File: config.mk
export PLATFORM = sky130hd
export DESIGN_NAME = color_detect_mul_arbiter
export DESIGN_NICKNAME = d
export VERILOG_FILES = /design/src/rtl/color_detect_mul_arb_pkg.sv /design/src/rtl/color_detect_rr_arbiter.sv /design/src/rtl/color_detect_mul_arbiter.sv
export SDC_FILE = /design/constraint.sdc
export NUM_CORES = 1
export LEC_CHECK = 0
export ABC_AREA = 1
export BUFFER_PORTS_ARGS = -buffer_cell sky130_fd_sc_hd__buf_4
export CAP_MARGIN = 20
export CORE_AREA = 4 4 103 105
export DETAILED_ROUTE_END_ITERATION = 10
export DIE_AREA = 0 0 107 109
export GPL_TIMING_DRIVEN = 0
export PLACE_DENSITY = 0.71
export SYNTH_ARGS = -nofsm -noshare
export SYNTH_HDL_FRONTEND = slang
export SYNTH_SLANG_ARGS = --single-unit
File: constraint.sdc
create_clock -name clk -period 1.8 [get_ports clk]
set_input_delay 0.09 -clock clk [delete_from_list [all_inputs] [get_ports clk]]
set_output_delay 0.09 -clock clk [all_outputs]
set_load 0.03 [all_outputs]
File: src/rtl/color_detect_mul_arb_pkg.sv
// Shared types and defaults for the color_detect multiplier arbiter.
package color_detect_mul_arb_pkg;

    localparam int DATA_W_DEF  = 15;
    localparam int MUL_LAT_DEF = 3;
    // Wide enough to tag up to 8 requesters.
    localparam int TAG_MAX_W   = 3;

    typedef enum logic [1:0] {
        RUN   = 2'd0,
        DRAIN = 2'd1,
        IDLE  = 2'd2
    } arb_state_t;

    typedef struct packed {
        logic                 vld;
        logic [TAG_MAX_W-1:0] tag;
    } shadow_stage_t;

endpackage

File: src/rtl/color_detect_rr_arbiter.sv
// Round-robin picker: first requester at or above ptr wins, wrapping to index 0.
module color_detect_rr_arbiter #(
    parameter int N_REQ = 4,
    parameter int TAG_W = (N_REQ > 1) ? $clog2(N_REQ) : 1
) (
    input  logic [N_REQ-1:0] req,
    input  logic [TAG_W-1:0] ptr,
    output logic [N_REQ-1:0] grant,
    output logic [TAG_W-1:0] grant_idx,
    output logic             grant_any
);

    always_comb begin
        grant     = '0;
        grant_idx = '0;
        grant_any = 1'b0;
        for (int i = 0; i < N_REQ; i++) begin
            if (!grant_any && req[i] && (TAG_W'(i) >= ptr)) begin
                grant[i]  = 1'b1;
                grant_idx = TAG_W'(i);
                grant_any = 1'b1;
            end
        end
        // Wrapped pass only runs when nothing at or above ptr was requesting.
        for (int i = 0; i < N_REQ; i++) begin
            if (!grant_any && req[i] && (TAG_W'(i) < ptr)) begin
                grant[i]  = 1'b1;
                grant_idx = TAG_W'(i);
                grant_any = 1'b1;
            end
        end
    end

endmodule

File: src/rtl/color_detect_mul_arbiter.sv
// Shares one pipelined signed multiplier between N_REQ requesters with owner tags.
// Optional perf counters: define COLOR_DETECT_MUL_ARB_PERF_EN.
module color_detect_mul_arbiter
    import color_detect_mul_arb_pkg::*;
#(
    parameter int N_REQ   = 4,
    parameter int DATA_W  = DATA_W_DEF,
    parameter int MUL_LAT = MUL_LAT_DEF
) (
    input  logic                     clk,
    input  logic                     reset,
    input  logic [N_REQ-1:0]         req_valid,
    output logic [N_REQ-1:0]         req_ready,
    input  logic [N_REQ*DATA_W-1:0]  req_a,
    input  logic [N_REQ*DATA_W-1:0]  req_b,
    output logic [N_REQ-1:0]         rsp_valid,
    input  logic [N_REQ-1:0]         rsp_ready,
    output logic signed [DATA_W-1:0] rsp_p,
    output logic                     mul_ce,
    output logic signed [DATA_W-1:0] mul_din0,
    output logic signed [DATA_W-1:0] mul_din1,
    input  logic signed [DATA_W-1:0] mul_dout,
    input  logic                     quiesce,
    output logic                     idle,
    output logic [31:0]              perf_issue_cnt,
    output logic [31:0]              perf_stall_cnt
);

    localparam int TAG_W = (N_REQ > 1) ? $clog2(N_REQ) : 1;

    arb_state_t       state;
    shadow_stage_t    shadow_p [MUL_LAT];
    shadow_stage_t    tail;
    logic [TAG_W-1:0] ptr;
    logic [N_REQ-1:0] grant;
    logic [TAG_W-1:0] grant_idx;
    logic             grant_any;
    logic             stall;
    logic             issue_en;
    logic             issue;
    logic             any_vld;

    assign tail = shadow_p[MUL_LAT-1];

    always_comb begin
        rsp_valid = '0;
        for (int i = 0; i < N_REQ; i++) begin
            rsp_valid[i] = tail.vld && (tail.tag == TAG_MAX_W'(i));
        end
    end

    assign stall  = |(rsp_valid & ~rsp_ready);
    assign mul_ce = ~stall;
    assign rsp_p  = mul_dout;

    // Issue is held off while reset is asserted so req_ready reads 0 during reset.
    assign issue_en = (state == RUN) && mul_ce && !reset;

    color_detect_rr_arbiter #(
        .N_REQ (N_REQ),
        .TAG_W (TAG_W)
    ) u_rr (
        .req       (req_valid),
        .ptr       (ptr),
        .grant     (grant),
        .grant_idx (grant_idx),
        .grant_any (grant_any)
    );

    assign issue     = issue_en && grant_any;
    assign req_ready = issue ? grant : '0;

    always_comb begin
        mul_din0 = '0;
        mul_din1 = '0;
        for (int i = 0; i < N_REQ; i++) begin
            if (issue && grant[i]) begin
                mul_din0 = $signed(req_a[i*DATA_W +: DATA_W]);
                mul_din1 = $signed(req_b[i*DATA_W +: DATA_W]);
            end
        end
    end

    always_comb begin
        any_vld = 1'b0;
        for (int k = 0; k < MUL_LAT; k++) begin
            any_vld = any_vld | shadow_p[k].vld;
        end
    end

    // Shadow stages p0..p(MUL_LAT-1) move in lockstep with the multiplier's ce.
    always_ff @(posedge clk or posedge reset) begin
        if (reset) begin
            for (int k = 0; k < MUL_LAT; k++) begin
                shadow_p[k] <= '0;
            end
        end else if (mul_ce) begin
            shadow_p[0].vld <= issue;
            shadow_p[0].tag <= TAG_MAX_W'(grant_idx);
            for (int k = 1; k < MUL_LAT; k++) begin
                shadow_p[k] <= shadow_p[k-1];
            end
        end
    end

    always_ff @(posedge clk or posedge reset) begin
        if (reset) begin
            ptr <= '0;
        end else if (issue) begin
            ptr <= (grant_idx == TAG_W'(N_REQ - 1)) ? '0 : grant_idx + 1'b1;
        end
    end

    always_ff @(posedge clk or posedge reset) begin
        if (reset) begin
            state <= RUN;
            idle  <= 1'b0;
        end else begin
            case (state)
                RUN: begin
                    if (quiesce) state <= DRAIN;
                end
                DRAIN: begin
                    if (!quiesce) begin
                        state <= RUN;
                    end else if (!any_vld) begin
                        state <= IDLE;
                        idle  <= 1'b1;
                    end
                end
                IDLE: begin
                    if (!quiesce) begin
                        state <= RUN;
                        idle  <= 1'b0;
                    end
                end
                default: begin
                    state <= RUN;
                    idle  <= 1'b0;
                end
            endcase
        end
    end

`ifdef COLOR_DETECT_MUL_ARB_PERF_EN
    logic [31:0] issue_cnt;
    logic [31:0] stall_cnt;

    always_ff @(posedge clk or posedge reset) begin
        if (reset) begin
            issue_cnt <= '0;
            stall_cnt <= '0;
        end else begin
            if (issue)   issue_cnt <= issue_cnt + 32'd1;
            if (!mul_ce) stall_cnt <= stall_cnt + 32'd1;
        end
    end

    assign perf_issue_cnt = issue_cnt;
    assign perf_stall_cnt = stall_cnt;
`else
    assign perf_issue_cnt = '0;
    assign perf_stall_cnt = '0;
`endif

endmodule

==> metrics.md, run 1 <==
| Metric | Value |
|---|---|
| Flops & latches, synth | 14 |
| Global-route wire length before repair | 18.6 mm |
| Sink count of the clock tree | 14 |
| Sequential area share after synthesis | 12.2% |
| HPWL after DPL | 9.65 mm |
| Clk network pwr share | 4.6% |
| Internal reg-to-reg setup slack | -0.20 ns |
| Placeable core region | 0.00964 mm^2 |
| Crit path buf inv count | 3 |
| Final-report hold violation count | 0 |
| Worst-case reg-to-reg path depth | 13 |
| Clock insertion delay at the later pin of the skew report | 0.24 ns |
| Critical setup path kind | flop to primary output |
| Slack of the critical path | -0.320 ns |
| Top post-synthesis cells by area | sky130_fd_sc_hd__buf_4, sky130_fd_sc_hd__nand4_1, sky130_fd_sc_hd__dfrtp_1 |
| Initial Util | 29.7% |
| Logic gate share of total power | 84.2% |
| Min-Delay Path Depth | 3 |
| P per Cell Area | 1030 mW/mm^2 |
| Initial antenna violation count | 0 |
| Fraction of layout cells with a size suffix above 1 | 65.0% |
| Reg-to-Reg Start | ptr[1]$_DFFE_PP0P_ |
| Most repeated library cell on the critical path | sky130_fd_sc_hd__nand4_1 |
| Worst-Margin Slew | 0.621 ns |
| Netlist area before placement | 0.00287 mm^2 |
| Routability congestion estimate from global placement | 0.914 |
| Internal power | 2600 uW |
| Area share of the leading cell type in the synthesized netlist | 21.0% |
| Placement row count | 36 |
| Maximum buffer depth of the clock tree | 2 |
| Total global routing overflow | 0 |
| Die Span Y | 109 um |
| Critical Path RT | 1.71 ns |
| Cell taking the most area after synthesis | sky130_fd_sc_hd__buf_4 |
| Slew HR | 58.5% |
| Antenna Diode Count | 0 |
| Top flip-flop cell by instance count after synthesis | sky130_fd_sc_hd__dfrtp_1 |
| Startpoint types | flop |
| Die W | 107 um |
| Worst min path class | primary input to flop |
| Highest clock frequency the design can meet | 472 MHz |
| Number of buffers inserted during clock tree synthesis | 3 |
| Post-synthesis instance total | 372 |
| Clock tree root driver cell | sky130_fd_sc_hd__clkbuf_8 |
| GRT Util Overall | 19.9% |
| Asr flop ratio synth | 100% |
| Largest net degree at the start of global routing | 15 |
| Final antenna-violating net count | 0 |
| Drt wl/cell | 16.0 um |
| Final nets | 800 |
| Worst Clk Skew | 0.00102 ns |
| Max-cap violations | 0 |
| Hold path endpoint | state[0]$_DFFE_PP0P_ |
| Failing checks | negative setup slack |
| Register share of total power | 11.2% |
| Die outline area | 0.0117 mm^2 |
| Core Util, Final | 55.1% |
| Share of the clock period used by the worst path | 118% |
| Max Transition Viols Final | 0 |
| Total instance count after detailed placement | 753 |
| Cell family contributing the most delay on the critical path | simple AND/OR/NAND/NOR gates |
| Cell-by-cell trace of the critical path | nand2_1, nand2_2, nand2_2, nor2_4, nand4_1, buf_4, buf_4, nand4_1, nand4_1, buf_6 |
| Vias in the first global route | 3728 |
| Critical path data arrival time | 2.03 ns |
| Setup slack at placement | -0.203 ns |
| Final Non-Filler Cells | 785 |
| Warning count from the yosys run | 0 |
| Number of remaining DRC errors | 0 |
| Library cell with the highest instance count after synthesis | sky130_fd_sc_hd__nand4_1 |
| Crit path launch | ptr[1]$_DFFE_PP0P_ |
| Avg Vias per Cell | 4.75 |
| Maximum cell stage delay along the critical path | 0.39 ns |
| Count of H-tree levels built during CTS | 1 |
| Maximum resistive drop on vdd | 0.000389 V |
| Max stage delay cell, worst path | sky130_fd_sc_hd__dfrtp_1 |
| Capture instance of the worst register-to-register path | ptr[1]$_DFFE_PP0P_ |
| Post-Synthesis Mean Instance Area | 7.71 um^2 |
| Power spent charging and discharging nets | 2870 uW |
| Number of port buffers | 185 |
| Synth unique cells | 30 |
| Synthesis-to-finish area growth | 85.2% |
| Total wirelength of the detailed-routed design | 12.6 mm |
| Tmin final | 2.12 ns |
| Clock transition at the register clock pins on the worst setup and hold paths after CTS | 0.05 ns |
| Count of endpoints failing setup in the final report | 36 |
| Share of total power consumed by net switching | 52.5% |
| Clock tree from TritonCTS | done |
| Number of enable-type register cells in the synthesized netlist | 0 |
| Total number of vias | 3726 |
| Commonest cells in the synthesized netlist | sky130_fd_sc_hd__nand4_1, sky130_fd_sc_hd__buf_4, sky130_fd_sc_hd__nand3_2, sky130_fd_sc_hd__nand4_2, sky130_fd_sc_hd__buf_2 |
| Crit. End Element | primary output |
| Leak pwr | 0.00264 uW |
| TritonRoute pass-1 iters | 4 |
| Hold Path Origin | quiesce |
| RSZ-0062 raised after global routing | yes |
| Starting DRC count in detailed routing | 151 |
| Status | complete, but fails checks |
| Top fanout value on the critical path | 10 |
| Number of top-level pins | 265 |
==> area by class of cell <==
class	instances	area, um^2
clock buffer	3	41.3
multi-input combinational	285	1940
tap	133	166
inverter	24	103
fill	947	4330
timing repair buffer	213	1780
sequential	14	354
buffer	113	923
==> flip-flops by register name, indices dropped and copies added (netlist names) <==
name	cells
state	2
shadow_p	9
idle	1
ptr	2
==> worst min-delay path, delay by kind of cell <==
family / cells / cell delay (ns)
buf+inv: 2 / 0.17
compound gates: 1 / 0.04
==> per-stage QoR <==
stage | cell area [um^2] | hold slack [ns] | setup TNS, ns | total power [uW]
floorplan | 3110 | -0.0126 | 0 | 3100
global placement | 4660 | 0.166 | -3.77 | 4230
detailed placement | 4660 | 0.179 | -5.02 | 4280
CTS | 5240 | 0.106 | -8.88 | 5360
global route | 5310 | 0.133 | -12.29 | 5800
finish | 5310 | 0.107 | -9.20 | 5470
==> power groups by stage <==
stage / clock network (uW) / registers, uW / logic (uW)
5_1_grt: 277 / 631 / 4890
6_report: 251 / 611 / 4600
3_3_place_gp: 0 / 574 / 3650
2_1_floorplan: 0 / 577 / 2530
4_1_cts: 258 / 594 / 4500
3_5_place_dp: 0 / 584 / 3700
==> cells in the final DEF (no fill, tap or decap), types with 2 or more instances in the layout <==
cell	count
sky130_fd_sc_hd__buf_12	3
sky130_fd_sc_hd__buf_4	264
sky130_fd_sc_hd__buf_6	51
sky130_fd_sc_hd__buf_8	2
sky130_fd_sc_hd__clkbuf_2	3
sky130_fd_sc_hd__clkbuf_8	3
sky130_fd_sc_hd__conb_1	64
sky130_fd_sc_hd__dfrtp_1	11
sky130_fd_sc_hd__dfrtp_2	3
sky130_fd_sc_hd__inv_1	16
sky130_fd_sc_hd__inv_2	7
sky130_fd_sc_hd__nand2_1	19
sky130_fd_sc_hd__nand2_2	9
sky130_fd_sc_hd__nand2_4	3
sky130_fd_sc_hd__nand2_8	2
sky130_fd_sc_hd__nand3_1	5
sky130_fd_sc_hd__nand3_2	31
sky130_fd_sc_hd__nand4_1	94
sky130_fd_sc_hd__nand4_2	28
sky130_fd_sc_hd__nor2_1	7
sky130_fd_sc_hd__nor2_2	2
sky130_fd_sc_hd__nor2_4	5
sky130_fd_sc_hd__o21ai_0	6
==> kinds of logic after synthesis <==
| logic type | share of synthesized area (%) |
|---|---|
| simple gates | 53.7 |
| buf+inv | 31.6 |
| flops | 12.2 |
| compound gates | 2.40 |
| other cells | 0.131 |
==> timing repair <==
item	4_1_cts	5_1_grt
resized for setup	96	18
hold buffers	1	0
buffers inserted	24	5
endpoints found under the hold margin	14	0
endpoints found under the setup margin	34	39
cloned	2	1
pin swaps	5	7
==> metal layers <==
layer | up-vias | track usage (%) | routed length (um)
met5 | - | 0 | 0
met4 | 0 | 3.93 | 174
met3 | 19 | 3.32 | 947
met2 | 208 | 37.2 | 6750
met1 | 1717 | 24.1 | 4700
li1 | 1782 | - | -
==> how the worst max path moves through the flow <==
stage          cells after the start      endpoint
3_5_place_dp                       8   mul_din1[3]
6_report                          10  mul_din0[14]
4_1_cts                           12   mul_din1[7]
3_3_place_gp                       8  mul_din0[10]
2_1_floorplan                     10  mul_din0[14]
5_1_grt                           10  mul_din0[10]
No activity file was read; power rests on OpenSTA's default activity.
==> inputs of run 2 (changes only) <==
- ABC_AREA: 1 -> unset
- CORE_AREA: 4 4 103 105 -> 4 4 100 102
- DIE_AREA: 0 0 107 109 -> 0 0 104 106
- PLACE_DENSITY: 0.71 -> 0.69
- clock period: 1.8 -> 2 ns (I/O delays scaled with it)
==> run 2 against run 1 <==
  * Power down 14%
  * Critical endpoint is now mul_din1[9]
  * The run still ends with negative setup slack left
  * Wire length down 9.5%
  * Critical path type unchanged
  * Count of clock-buffer cells in the layout up 1
==> metrics.md, run 2 <==
| Metric | Value |
|---|---|
| Cell taking the most area after synthesis | sky130_fd_sc_hd__buf_4 (unchanged) |
| Warning count from the yosys run | 0 (unchanged) |
| Total wirelength of the detailed-routed design | 11.4 mm (was 12.6 mm) |
| Netlist area before placement | 0.00239 mm^2 (was 0.00287 mm^2) |
| Commonest cells after routing, fill and taps aside | sky130_fd_sc_hd__buf_4, sky130_fd_sc_hd__conb_1, sky130_fd_sc_hd__buf_6 (was sky130_fd_sc_hd__buf_4, sky130_fd_sc_hd__nand4_1, sky130_fd_sc_hd__conb_1, sky130_fd_sc_hd__buf_6, sky130_fd_sc_hd__nand3_2) |
| Synth unique cells | 44 (was 30) |
| Worst-Margin Slew | 0.809 ns (was 0.621 ns) |
| Worst min path class | primary input to flop (unchanged) |
| Maximum resistive drop on vdd | 0.000395 V (was 0.000389 V) |
| Total instance count after detailed placement | 677 (was 753) |
| Final Non-Filler Cells | 705 (was 785) |
| Initial antenna violation count | 0 (unchanged) |
| Post-synthesis instance total | 320 (was 372) |
| HPWL after DPL | 8.69 mm (was 9.65 mm) |
| Drt wl/cell | 16.1 um (was 16.0 um) |
| Internal reg-to-reg setup slack | 0.33 ns (was -0.20 ns) |
| Number of port buffers | 183 (was 185) |
| Sequential area share after synthesis | 14.6% (was 12.2%) |
| Hold Path Origin | quiesce (unchanged) |
| Post-route design area | 0.00534 mm^2 (was 0.00531 mm^2) |
| Critical Path RT | 1.90 ns (was 1.71 ns) |
| Slew HR | 45.3% (was 58.5%) |
| Final nets | 741 (was 800) |
| Number of remaining DRC errors | 0 (unchanged) |
| Critical path data arrival time | 2.14 ns (was 2.03 ns) |
| RSZ-0062 raised after global routing | yes (unchanged) |
| Failing checks | negative setup slack (unchanged) |
| Leak pwr | 0.00253 uW (was 0.00264 uW) |
| Status | complete, but fails checks (unchanged) |
| Tmin final | 2.24 ns |
| Global-route wire length before repair | 17.6 mm (was 18.6 mm) |
| Clock tree root driver cell | sky130_fd_sc_hd__clkbuf_8 (unchanged) |
| Total global routing overflow | 0 (unchanged) |
| Reg-to-Reg Start | shadow_p[1]$_DFFE_PP0P_ (was ptr[1]$_DFFE_PP0P_) |
| Startpoint types | flop (unchanged) |
| Placeable core region | 0.00911 mm^2 (was 0.00964 mm^2) |
| Compound-Gate Fraction of Synth Area | 37.8% (was 2.40%) |
| Library cell with the highest instance count after synthesis | sky130_fd_sc_hd__buf_4 (was sky130_fd_sc_hd__nand4_1) |
| Sink count of the clock tree | 14 (unchanged) |
| Mux contribution to synthesized area | 1.78% (was 0%) |
| Largest family of logic cells by synthesized area | compound AO/OA/AOI/OAI gates (was simple AND/OR/NAND/NOR gates) |
| Core Util, Final | 58.6% (was 55.1%) |
| P per Cell Area | 884 mW/mm^2 (was 1030 mW/mm^2) |
| XOR/XNOR Fraction of Synth Area | 0% (unchanged) |
| Vias in the first global route | 3537 (was 3728) |
| Clock transition at the register clock pins on the worst setup and hold paths after CTS | 0.06 ns (was 0.05 ns) |
| Final antenna-violating net count | 0 (unchanged) |
| Placement row count | 35 (was 36) |
| Maximum buffer depth of the clock tree | 2 (unchanged) |
| Leading cell type in the layout, fill and taps excluded | sky130_fd_sc_hd__buf_4 (unchanged) |
| Die Span Y | 106 um (was 109 um) |
| Commonest cells in the synthesized netlist | sky130_fd_sc_hd__buf_4, sky130_fd_sc_hd__a21oi_1, sky130_fd_sc_hd__nor2_1 (was sky130_fd_sc_hd__nand4_1, sky130_fd_sc_hd__buf_4, sky130_fd_sc_hd__nand3_2, sky130_fd_sc_hd__nand4_2, sky130_fd_sc_hd__buf_2) |
| Critical setup path kind | flop to primary output (unchanged) |
| Number of enable-type register cells in the synthesized netlist | 0 (unchanged) |
| Asr flop ratio synth | 100% (unchanged) |
| Routability congestion estimate from global placement | 0.820 (was 0.914) |
| Clock tree from TritonCTS | done (unchanged) |
| Adder and majority cell fraction of the synthesized area | 0% (unchanged) |
| Flip-flop count of the largest register, all copies and words added | 9 (unchanged) |
| Share of the clock period used by the worst path | 112% |
| Top fanout value on the critical path | 10 (unchanged) |
| Max Transition Viols Final | 0 (unchanged) |
| Post-Synthesis Mean Instance Area | 7.48 um^2 (was 7.71 um^2) |
| TritonRoute pass-1 iters | 4 (unchanged) |
| Total of fill cells in the finished design | 812 (was 947) |
| Reg with most FFs | shadow_p (unchanged) |
| Area share of and/or/nand/nor cells after synthesis | 13.7% (was 53.7%) |
| Flops & latches, synth | 14 (unchanged) |
| Die outline area | 0.0110 mm^2 (was 0.0117 mm^2) |
| Top flip-flop cell by instance count after synthesis | sky130_fd_sc_hd__dfrtp_1 (unchanged) |
| Initial Util | 26.3% (was 29.7%) |
| Count of H-tree levels built during CTS | 1 (unchanged) |
| Max-cap violations | 0 (unchanged) |
| Fin Hold WS | 0.104 ns (was 0.107 ns) |
| Crit. End Element | primary output (unchanged) |
| Area share of the leading cell type in the synthesized netlist | 25.7% (was 21.0%) |
| Number of top-level pins | 265 (unchanged) |
| Largest net degree at the start of global routing | 15 (unchanged) |
| Clock insertion delay at the later pin of the skew report | 0.24 ns (about the same) |
| Synthesis-to-finish area growth | 123% (was 85.2%) |
| Fraction of layout cells with a size suffix above 1 | 71.0% (was 65.0%) |
| Highest clock frequency the design can meet | 447 MHz |
| Total number of vias | 3278 (was 3726) |
| Min-Delay Path Depth | 2 (was 3) |
| Count of endpoints failing setup in the final report | 33 (was 36) |
| Number of buffers inserted during clock tree synthesis | 3 (unchanged) |
| Starting DRC count in detailed routing | 114 (was 151) |
| Worst-case reg-to-reg path depth | 6 (was 13) |
| Setup slack at placement | -0.452 ns (was -0.203 ns) |
| Instance area at placement | 0.00449 mm^2 (was 0.00466 mm^2) |
| Antenna Diode Count | 0 (unchanged) |
| Worst Clk Skew | 0.00138 ns (was 0.00102 ns) |
| Die W | 104 um (was 107 um) |
| Final-report hold violation count | 0 (unchanged) |
| Avg Vias per Cell | 4.65 (was 4.75) |
| Slack of the critical path | -0.235 ns (was -0.320 ns) |
| Leading registers by flop count | shadow_p x9, ptr x2, state x2 (unchanged) |
| Crit path launch | ptr[0]$_DFFE_PP0P_ (was ptr[1]$_DFFE_PP0P_) |
| Top post-synthesis cells by area | sky130_fd_sc_hd__buf_4, sky130_fd_sc_hd__dfrtp_1, sky130_fd_sc_hd__a32o_1 (was sky130_fd_sc_hd__buf_4, sky130_fd_sc_hd__nand4_1, sky130_fd_sc_hd__dfrtp_1) |
| GRT Util Overall | 19.1% (was 19.9%) |
[run 2: final timing paths]
path,end
max,mul_din1[9]
min,state[1]$_DFFE_PP0P_
min reg2reg,shadow_p[8]$_DFFE_PP0P_
max reg2reg,ptr[0]$_DFFE_PP0P_
min in group asynchronous,state[0]$_DFFE_PP0P_
max in group asynchronous,shadow_p[1]$_DFFE_PP0P_
[run 2: cell type report]
type                       instances  area (um^2)  area share, %
clock buffer                       4         55.1           1.03
inverter                           8         42.5          0.797
tap                              111          139           2.60
sequential                        14          354           6.64
multi-input combinational        256         2180           40.8
timing repair buffer             207         1720           32.3
buffer                           105          848           15.9
[run 2: worst max-delay path, cell delays in order, from the launching register on]
cell and delay, ns:
sky130_fd_sc_hd__dfrtp_1 0.37, sky130_fd_sc_hd__buf_6 0.14, sky130_fd_sc_hd__nor2b_4 0.04, sky130_fd_sc_hd__o311a_4 0.32, sky130_fd_sc_hd__nor4_4 0.26, sky130_fd_sc_hd__buf_6 0.19, sky130_fd_sc_hd__buf_12 0.15, sky130_fd_sc_hd__a22oi_1 0.12
sky130_fd_sc_hd__a21oi_4 0.15, sky130_fd_sc_hd__buf_6 0.15
[run 2: kinds of logic (layout without fill, tap and decap cells)]
group,Yosys count,after routing
buffers and inverters,114,324
and+or+nand+nor,68,68
other,1,64
muxes,4,4
AOI/OAI and AO/OA,119,120
DFF,14,14
[run 2: per-stage QoR]
stage / total power [uW] / TNS [ns]
after global placement: 3590 / -10.87
final: 4720 / -6.38
after detailed placement: 3640 / -11.93
after floorplan: 2700 / 0
after global routing: 5030 / -9.84
after CTS: 4570 / -6.67
[run 2: repair_timing]
action / in CTS / in global routing
cloned: 5 / 2
endpoints found under the setup margin: 34 / 34
pin swaps: 3 / 9
hold buffers: 1 / 0
resized for setup: 128 / 25
setup buffers: 11 / 6
endpoints found under the hold margin: 14 / 0
[run 2: layer usage]
layer / track usage [%] / wire length, um / share of wire, % / vias up
met1: 20.1 / 3970 / 35 / 1524
met4: 4.37 / 176 / 1.5 / 0
li1: - / - / - / 1588
met2: 37.5 / 6290 / 55 / 154
met3: 5.40 / 933 / 8.2 / 12
met5: 0 / 0 / 0 / -
[run 2: power breakdown]
part | internal [uW] | switching [uW] | total, uW
registers | 420 | 111 | 532
clock network | 174 | 95.7 | 270
logic | 1830 | 2090 | 3920
total | 2420 | 2300 | 4720
